File: src/rtl/rx_pkg.sv
// rtl/rx_pkg.sv - shared phase encoding, sequencer states and table depth for the receiver phase path.
package rx_pkg;

    localparam int TBL_DEPTH_DEF = 8;

    // Rotator phase select encoding; the rotator decodes the same values.
    localparam logic [1:0] PH_0   = 2'd0;
    localparam logic [1:0] PH_90  = 2'd1;
    localparam logic [1:0] PH_180 = 2'd2;
    localparam logic [1:0] PH_270 = 2'd3;

    typedef enum logic [2:0] {
        ST_IDLE = 3'd0,
        ST_ARM  = 3'd1,
        ST_ACQ  = 3'd2,
        ST_NEXT = 3'd3,
        ST_FIN  = 3'd4
    } rx_state_e;

endpackage

File: src/rtl/rx_phase_table.sv
// rtl/rx_phase_table.sv - phase-cycling table: synchronous write, asynchronous read.
module rx_phase_table
    import rx_pkg::*;
#(
    parameter int TBL_DEPTH = TBL_DEPTH_DEF,
    parameter int TBL_AW    = 3
) (
    input  logic              clk,
    input  logic              rst,
    input  logic              we_i,
    input  logic [TBL_AW-1:0] waddr_i,
    input  logic [1:0]        wdata_i,
    input  logic [TBL_AW-1:0] raddr_i,
    output logic [1:0]        rdata_o
);

    logic [1:0] mem_q [TBL_DEPTH];

    always_ff @(posedge clk) begin
        if (rst) begin
            for (int i = 0; i < TBL_DEPTH; i++) begin
                mem_q[i] <= PH_0;
            end
        end else if (we_i) begin
            mem_q[waddr_i] <= wdata_i;
        end
    end

    assign rdata_o = mem_q[raddr_i];

endmodule

File: src/rtl/rx_phase_cycler.sv
// rtl/rx_phase_cycler.sv - scan sequencer: steps the rotator phase per scan and gates acquisition windows.
module rx_phase_cycler
    import rx_pkg::*;
#(
    parameter int TBL_DEPTH = TBL_DEPTH_DEF,
    parameter int TBL_AW    = 3,
    parameter int SCAN_W    = 16,
    parameter int ACQ_W     = 16
) (
    input  logic              clk,
    input  logic              rst,
    input  logic              cfg_we,
    input  logic [TBL_AW-1:0] cfg_addr,
    input  logic [1:0]        cfg_phase,
    input  logic [TBL_AW:0]   cfg_tbl_len,
    input  logic [SCAN_W-1:0] cfg_n_scans,
    input  logic [ACQ_W-1:0]  cfg_acq_len,
    input  logic              start,
    input  logic              abort,
    input  logic              trig,
    output logic [1:0]        phase,
    output logic              acq_valid,
    output logic [SCAN_W-1:0] scan_count,
    output logic              busy,
    output logic              done,
    output logic              err_trig
);

    localparam logic [TBL_AW:0]   LEN_ONE  = (TBL_AW+1)'(1);
    localparam logic [TBL_AW:0]   LEN_MAX  = (TBL_AW+1)'(TBL_DEPTH);
    localparam logic [TBL_AW-1:0] IDX_ONE  = TBL_AW'(1);
    localparam logic [SCAN_W-1:0] SCAN_ONE = SCAN_W'(1);
    localparam logic [ACQ_W-1:0]  ACQ_ONE  = ACQ_W'(1);

    rx_state_e         state_q, state_d;
    logic [TBL_AW-1:0] idx_q, idx_d;
    logic [TBL_AW:0]   tbl_len_q, tbl_len_d;
    logic [SCAN_W-1:0] n_scans_q, n_scans_d;
    logic [SCAN_W-1:0] scan_q, scan_d;
    logic [ACQ_W-1:0]  acq_len_q, acq_len_d;
    logic [ACQ_W-1:0]  wcnt_q, wcnt_d;
    logic [1:0]        phase_q, phase_d;
    logic              acq_valid_q, acq_valid_d;
    logic              busy_q, busy_d;
    logic              done_q, done_d;
    logic              err_q, err_d;
    logic              tbl_we;
    logic [1:0]        tbl_rdata;
    logic [TBL_AW:0]   idx_inc;

    assign tbl_we  = cfg_we && (state_q == ST_IDLE);
    assign idx_inc = {1'b0, idx_q} + LEN_ONE;

    rx_phase_table #(
        .TBL_DEPTH (TBL_DEPTH),
        .TBL_AW    (TBL_AW)
    ) u_tbl (
        .clk     (clk),
        .rst     (rst),
        .we_i    (tbl_we),
        .waddr_i (cfg_addr),
        .wdata_i (cfg_phase),
        .raddr_i (idx_d),
        .rdata_o (tbl_rdata)
    );

    always_comb begin
        state_d   = state_q;
        idx_d     = idx_q;
        tbl_len_d = tbl_len_q;
        n_scans_d = n_scans_q;
        scan_d    = scan_q;
        acq_len_d = acq_len_q;
        wcnt_d    = wcnt_q;

        case (state_q)
            ST_IDLE: begin
                if (start) begin
                    if (cfg_tbl_len == '0) begin
                        tbl_len_d = LEN_ONE;
                    end else if (cfg_tbl_len > LEN_MAX) begin
                        tbl_len_d = LEN_MAX;
                    end else begin
                        tbl_len_d = cfg_tbl_len;
                    end
                    n_scans_d = cfg_n_scans;
                    acq_len_d = (cfg_acq_len == '0) ? ACQ_ONE : cfg_acq_len;
                    idx_d     = '0;
                    scan_d    = '0;
                    state_d   = (cfg_n_scans == '0) ? ST_FIN : ST_ARM;
                end
            end
            ST_ARM: begin
                if (trig) begin
                    wcnt_d  = acq_len_q;
                    state_d = ST_ACQ;
                end
            end
            ST_ACQ: begin
                if (wcnt_q == ACQ_ONE) begin
                    state_d = ST_NEXT;
                end else begin
                    wcnt_d = wcnt_q - ACQ_ONE;
                end
            end
            ST_NEXT: begin
                scan_d  = scan_q + SCAN_ONE;
                idx_d   = (idx_inc == tbl_len_q) ? '0 : idx_q + IDX_ONE;
                state_d = (scan_q + SCAN_ONE == n_scans_q) ? ST_FIN : ST_ARM;
            end
            ST_FIN: begin
                state_d = ST_IDLE;
            end
            default: begin
                state_d = ST_IDLE;
            end
        endcase

        // Abort only redirects the state; counters keep what was already completed.
        if (abort && (state_q != ST_IDLE)) begin
            state_d = ST_IDLE;
        end
    end

    always_comb begin
        acq_valid_d = (state_d == ST_ACQ);
        busy_d      = (state_d != ST_IDLE);
        done_d      = (state_q == ST_FIN) && !abort;
        err_d       = trig && !abort && ((state_q == ST_ACQ) || (state_q == ST_NEXT));
    end

    // Phase only updates while armed, so it is frozen across the whole window.
    assign phase_d = (state_d == ST_ARM) ? tbl_rdata : phase_q;

    always_ff @(posedge clk) begin
        if (rst) begin
            state_q     <= ST_IDLE;
            idx_q       <= '0;
            tbl_len_q   <= LEN_ONE;
            n_scans_q   <= '0;
            scan_q      <= '0;
            acq_len_q   <= ACQ_ONE;
            wcnt_q      <= '0;
            phase_q     <= PH_0;
            acq_valid_q <= 1'b0;
            busy_q      <= 1'b0;
            done_q      <= 1'b0;
            err_q       <= 1'b0;
        end else begin
            state_q     <= state_d;
            idx_q       <= idx_d;
            tbl_len_q   <= tbl_len_d;
            n_scans_q   <= n_scans_d;
            scan_q      <= scan_d;
            acq_len_q   <= acq_len_d;
            wcnt_q      <= wcnt_d;
            phase_q     <= phase_d;
            acq_valid_q <= acq_valid_d;
            busy_q      <= busy_d;
            done_q      <= done_d;
            err_q       <= err_d;
        end
    end

    assign phase      = phase_q;
    assign acq_valid  = acq_valid_q;
    assign scan_count = scan_q;
    assign busy       = busy_q;
    assign done       = done_q;
    assign err_trig   = err_q;

endmodule

File: config.mk
export PLATFORM = sky130hd
export DESIGN_NAME = rx_phase_cycler
export DESIGN_NICKNAME = d
export VERILOG_FILES = /design/src/rtl/rx_pkg.sv /design/src/rtl/rx_phase_table.sv /design/src/rtl/rx_phase_cycler.sv
export SDC_FILE = /design/constraint.sdc
export NUM_CORES = 1
export LEC_CHECK = 0
export ABC_AREA = 1
export BUFFER_PORTS_ARGS = -buffer_cell sky130_fd_sc_hd__buf_4
export CORE_ASPECT_RATIO = 0.6
export CORE_MARGIN = 1.5
export CORE_UTILIZATION = 40
export DETAILED_ROUTE_END_ITERATION = 16
export GPL_ROUTABILITY_DRIVEN = 0
export PLACE_DENSITY = 0.67
export SLEW_MARGIN = 20
export SYNTH_ARGS = -nofsm -noshare
export SYNTH_HDL_FRONTEND = slang
export SYNTH_SLANG_ARGS = --single-unit
File: constraint.sdc
create_clock -name clk -period 1.9 [get_ports clk]
set_input_delay 0.19 -clock clk [delete_from_list [all_inputs] [get_ports clk]]
set_output_delay 0.19 -clock clk [all_outputs]
set_load 0.02 [all_outputs]
==> results of run 1 <==
-- worst max-delay path: stages (launching register included) --
cell and delay [ps]:
dfxtp_1 430, nand2_1 140, nor2_1 270, nand3_1 160, nand2_1 110, nand3_1 70
nand2_1 70, nand2_1 90, nor2_2 100, nand3_2 110, nand2_2 110, nand2_4 60
buf_4 140, a21oi_2 150
-- synthesized netlist by cell type, types with 2 or more instances --
cell type  number
nand3_2         3
or2_2           3
inv_1          66
nand3b_1        3
nor2_1        103
o22ai_1         3
a31oi_1         4
o221ai_1        2
ha_1            4
nor4_1          8
xor2_1          4
nand3_1        72
inv_2           6
nand2_1       171
nor2_2          6
o21ai_0        49
xnor2_1         3
a22oi_1         2
nor2_4          3
a211oi_1        9
edfxtp_1       16
nand4_1        20
clkbuf_1       22
dfxtp_1        80
a21oi_1        48
nor3_1          4
nand2_2         4
-- worst max path at each step --
stage,from,end,slack (ps),cells past startpoint
floorplan,scan_count[0],phase[0],9,17
global placement,scan_count[0],phase[1],-110,17
detailed placement,scan_count[0],phase[0],-190,17
CTS,scan_count[1],phase[1],-110,17
global route,scan_count[9],acq_valid,-290,13
finish,scan_count[9],acq_valid,-170,13
-- per-layer routing --
layer  track usage  vias to the layer above  wire (um)
met5             0                        -          0
met4        0.0642                        0        261
met3        0.0528                       31       1160
met2         0.327                      237       6680
met1         0.324                     2506       7170
li1              -                     2676          -
-- power breakdown --
group | internal (W) | switching (W) | total, W
Clock | 0.00116 | 0.000807 | 0.00197
Combinational | 0.000411 | 0.000636 | 0.00105
Sequential | 0.00220 | 0.0000810 | 0.00228
-- what timing repair did --
item | CTS | global route
endpoints found under the setup margin | 18 | 36
gates resized for setup | 21 | 56
buffers inserted | 5 | 4
cloned | 1 | 2
hold buffers | 0 | 0
pin swaps | 16 | 17
-- per-stage QoR --
stage                     worst slack [ps]  utilization  cells  area [um2]
after floorplan                       8.67            -    732        5040
after global placement                -105        0.497    991        6050
after detailed placement              -187        0.497    991        6050
after CTS                             -105        0.534   1013        6500
after global routing                  -292        0.555   1019        6760
final                                 -175        0.555   1019        6760
-- kinds of logic (layout without fill, tap and decap cells) --
logic type,count (synthesis),in the layout
buf+inv,98,219
xor+xnor,7,7
flops,96,96
fa+ha+maj,4,4
compound gates,126,126
simple gates,401,402
-- state kept, by name, indices dropped and copies added (netlist names) --
register / count
acq_valid: 1
state_q: 3
phase: 2
u_tbl.mem_q: 16
wcnt_q: 16
acq_len_q: 16
scan_count: 16
err_trig: 1
n_scans_q: 16
tbl_len_q: 4
idx_q: 3
busy: 1
done: 1
-- area by class of cell --
cell class / count / area [um2]
clock inverters: 6 / 92.6
fillers: 1123 / 5420
clock buffers: 10 / 229
multi-input cells: 539 / 2810
well taps: 165 / 206
inverters: 73 / 278
flip-flops and latches: 96 / 2090
repair buffers: 130 / 1040
==> metrics, run 1 <==
area delta synth->final=34.3%; drt first pass iters=5; YS warnings=0; crit path launch type=flop; HP Class=input pin to flop; GRT overflow=0; violation count after the first detailed-route iteration=roughly 350; Worst R2R Start=scan_count[9]; Post-synth EDFFs=16; Worst Setup End Kind=flop; I/O pin count=69; Post-Syn Nets=approximately 780; total power=about 0.0053 W; worst hold path stage count=2; most frequent cells in the layout=nand2_1, buf_4, nor2_1, dfxtp_1, nand3_1; peak supply drop=roughly 480 uV; PD cells=784 nW/um2; Core Box Area=between 10,000 and 15,000 um2; antenna cell count=0; Arrival @ worst endpoint=2350 ps; post-synthesis simple-gate area fraction=0.349; setup TNS=-699 ps; die area=between 10,000 and 15,000 um2; largest area contributor in the synthesized netlist=dfxtp_1; worst hold start=abort; Synth area leaders=dfxtp_1, nand2_1, edfxtp_1; Avg WL per Cell=~15 um; drt drc=0; adder and majority gate portion of the synthesized area=0.00995; asr flop ratio synth=0; worst reg2reg setup slack=-170 ps; initial antenna violation count=0; Starting Density=0.413; Post-Syn Instances=~730; reg2reg path depth=13; vias per cell=between 5 and 6; violated checks=setup timing; nets=900; synthesis-stage register bit count=96; Clock Skew=roughly 6.2 ps; Sink Count=96; RSZ-0062 raised after global routing=yes; Buffers on Ports=between 60 and 70; largest net degree at the start of global routing=47; PnR worst setup slack=-175 ps; Peak Freq=around 0.48 GHz; largest family of logic cells by synthesized area=simple AND/OR/NAND/NOR gates; Slew Limit Headroom=0.652; root buf cell=clkbuf_16; Final Hold Vio Count=0; WHS=approximately 37 ps; Final setup violation count=6; Static Leak=2.89 nW; Synth Area per Inst=between 6 and 7 um2; most common flop cell mapped by yosys=dfxtp_1; commonest non-fill, non-tap cell in the layout=nand2_1; xor and xnor area share after synthesis=0.0122; final antenna-violating net count=0; Seq/Total Area, Yosys=0.414; critical path class=flop to flop; total CTS buffers=9; R2R Path End=acq_valid; vias in the first global route=slightly below 5,000; status=finished, violations left; CTS tree=done; Horiz. Die Dim=148 um; layout cells sized above 1=0.261; worst-path fanout max=4; H-tree level count=3; Yosys top cell area share=0.318; Die Ht=around 90 um; Max Cap Viol=0; synth unique cells=41; hpwl dp=10.6 mm; Post-Syn Area=just over 5000 um2; Hold Path End=err_trig; max-slew violation total from the final report=0; fin crit share=1.09; worst-margin pin slew=roughly 520 ps; Clk pin slew, worst setup/hold paths=roughly 70 ps; GRT Overall Usage=0.223; post-layout min period=between 2000 and 2500 ps; Via Count=between 5,000 and 6,000; first-pass GRT wire length=23.8 mm; clk buf depth=2; compound-cell area share of the yosys netlist=0.140; Crit path required time=between 2000 and 2500 ps; clk_lat worst skew=350 ps; row cnt=31; WL final=between 15 and 20 mm; post-synthesis mux area share=0
Power figures use the tool's default switching activity.
==> inputs of run 2 (changes only) <==
--- a/config.mk
+++ b/config.mk
@@ -9,10 +9,10 @@
 export BUFFER_PORTS_ARGS = -buffer_cell sky130_fd_sc_hd__buf_4
 export CORE_ASPECT_RATIO = 0.6
 export CORE_MARGIN = 1.5
-export CORE_UTILIZATION = 40
+export CORE_UTILIZATION = 52
 export DETAILED_ROUTE_END_ITERATION = 16
 export GPL_ROUTABILITY_DRIVEN = 0
-export PLACE_DENSITY = 0.67
+export PLACE_DENSITY = 0.82
 export SLEW_MARGIN = 20
 export SYNTH_ARGS = -nofsm -noshare
 export SYNTH_HDL_FRONTEND = slang
==> metrics, run 2 (synthesis gave the netlist of run 1 again) <==
vias per cell=around 5.7; GRT Overall Usage=0.305; Arrival @ worst endpoint=~2400 ps; cell family with most CP delay=simple AND/OR/NAND/NOR gates; critical path class=flop to flop; commonest non-fill, non-tap cell in the layout=nand2_1; CP bufs+invs=3; Crit path required time=about 2200 ps; violation count after the first detailed-route iteration=a little under 600; largest net degree at the start of global routing=47; area delta synth->final=32.5%; fin crit share=1.10; clk buf depth=2; Buffers on Ports=slightly below 70; HP Class=input pin to flop; Clk pin slew, worst setup/hold paths=60 ps; Max Cap Viol=0; antenna cell count=0; root buf cell=clkbuf_16; most frequent CP cell=nand2_1; die area=roughly 10,000 um2; GRT overflow=0; Static Leak=between 2 and 3 nW; Crit-path slowest cell=dfxtp_4; first-pass GRT wire length=about 24 mm; H-tree level count=3; CTS tree=done; Starting Density=0.542; RSZ-0062 raised after global routing=yes; drt first pass iters=5; PD cells=between 700 and 800 nW/um2; peak supply drop=~500 uV; final antenna-violating net count=0; Final Hold Vio Count=0; critical-path cell list=buf_6 > nand2_4 > nor2_4 > buf_6 > buf_6 > nand2_2 > nand2_1 > nand2_1 > nor2_1 > nor2_1 > nand2_1 > nor2_2 > nand3_2 > nand2_1 > nand2_2 > nand3_4 > nand2_1 > nand2_1 > nor2_1; # hold bufs at CTS=0; worst-margin pin slew=between 500 and 600 ps; Final setup violation count=7; nets=~910; worst-path fanout max=4; clk_lat worst skew=around 350 ps; total CTS buffers=9; vias in the first global route=roughly 5,200; violated checks=setup timing; WL final=15.8 mm; Clock Skew=~5.1 ps; Horiz. Die Dim=around 130 um; max-slew violation total from the final report=0; most frequent cells in the layout=nand2_1, buf_4, nor2_1, dfxtp_1, nand3_1; row cnt=27; Via Count=~5,700; Post-Route Utilization=0.717; drt drc=0; post-layout min period=roughly 2100 ps; Slew Limit Headroom=0.654; hpwl dp=between 10 and 15 mm; Core Box Area=between 9000 and 10,000 um2; Avg WL per Cell=between 15 and 20 um; initial antenna violation count=0; I/O pin count=69; PnR worst setup slack=-196 ps; Die Ht=a little under 80 um; Sink Count=96; Peak Freq=around 0.48 GHz; Worst Setup End Kind=flop; WHS=between 40 and 50 ps; max incr delay on CP=approximately 370 ps; status=finished, violations left; FILL cells=around 700; crit path launch type=flop; layout cells sized above 1=0.258
[run 2: path summary, 6_finish.rpt]
path | start | endpoint | slack (ps) | depth (start not counted)
setup / recovery | scan_count[1] | phase[1] | -200 | 19
hold / removal | abort | done | 50 | 2
hold reg to reg | acq_len_q[8] | acq_len_q[8] | 470 | 2
setup reg to reg | scan_count[1] | phase[1] | -200 | 19
[run 2: metal layers]
| metal | vias to the layer above | part of all wire | GRT usage | wire (um) |
|---|---|---|---|---|
| li1 | 2705 | - | - | - |
| met1 | 2579 | 0.41 | 0.412 | 6530 |
| met2 | 346 | 0.46 | 0.477 | 7180 |
| met3 | 51 | 0.10 | 0.0809 | 1650 |
| met4 | 0 | 0.025 | 0.0978 | 386 |
| met5 | - | 0 | 0 | 0 |
[run 2: worst register-to-register path, cell delays in order (launching register included)]
cell and delay, ps:
dfxtp_4 370, buf_6 110, nand2_4 50, nor2_4 180, buf_6 130, buf_6 80
nand2_2 40, nand2_1 60, nand2_1 60, nor2_1 140, nor2_1 60, nand2_1 70
nor2_2 50, nand3_2 90, nand2_1 70, nand2_2 100, nand3_4 90, nand2_1 80
nand2_1 50, nor2_1 120
[run 2: timing repair]
action	in CTS	in global routing
endpoints found under the setup margin	7	24
setup buffers	13	9
resized for setup	30	35
pin swaps	23	17
gates cloned	2	0
[run 2: layout make-up]
type / count / area [um2] / area share
timing repair buffer: 141 / 1090 / 0.164
inverter: 73 / 278 / 0.0417
tap: 130 / 163 / 0.0244
clock buffer: 12 / 236 / 0.0355
sequential: 96 / 2100 / 0.314
multi-input combinational: 539 / 2750 / 0.413
clock inverter: 4 / 45.0 / 0.00676
[run 2: metrics by stage]
step | instances | setup TNS, ps | worst slack [ps] | instance area (um2) | total power [W]
2_1_floorplan | 732 | 0 | 8.67 | 5040 | 0.00285
3_3_place_gp | 955 | -167 | -74.0 | 5990 | 0.00317
3_5_place_dp | 955 | -673 | -170 | 5990 | 0.00320
4_1_cts | 986 | -356 | -110 | 6500 | 0.00496
5_1_grt | 995 | -1950 | -333 | 6660 | 0.00525
6_report | 995 | -942 | -196 | 6660 | 0.00506
[run 2: power by group]
part / switching [W] / internal (W)
logic: 0.000620 / 0.000384
clock network: 0.000763 / 0.00101
registers: 0.0000796 / 0.00220
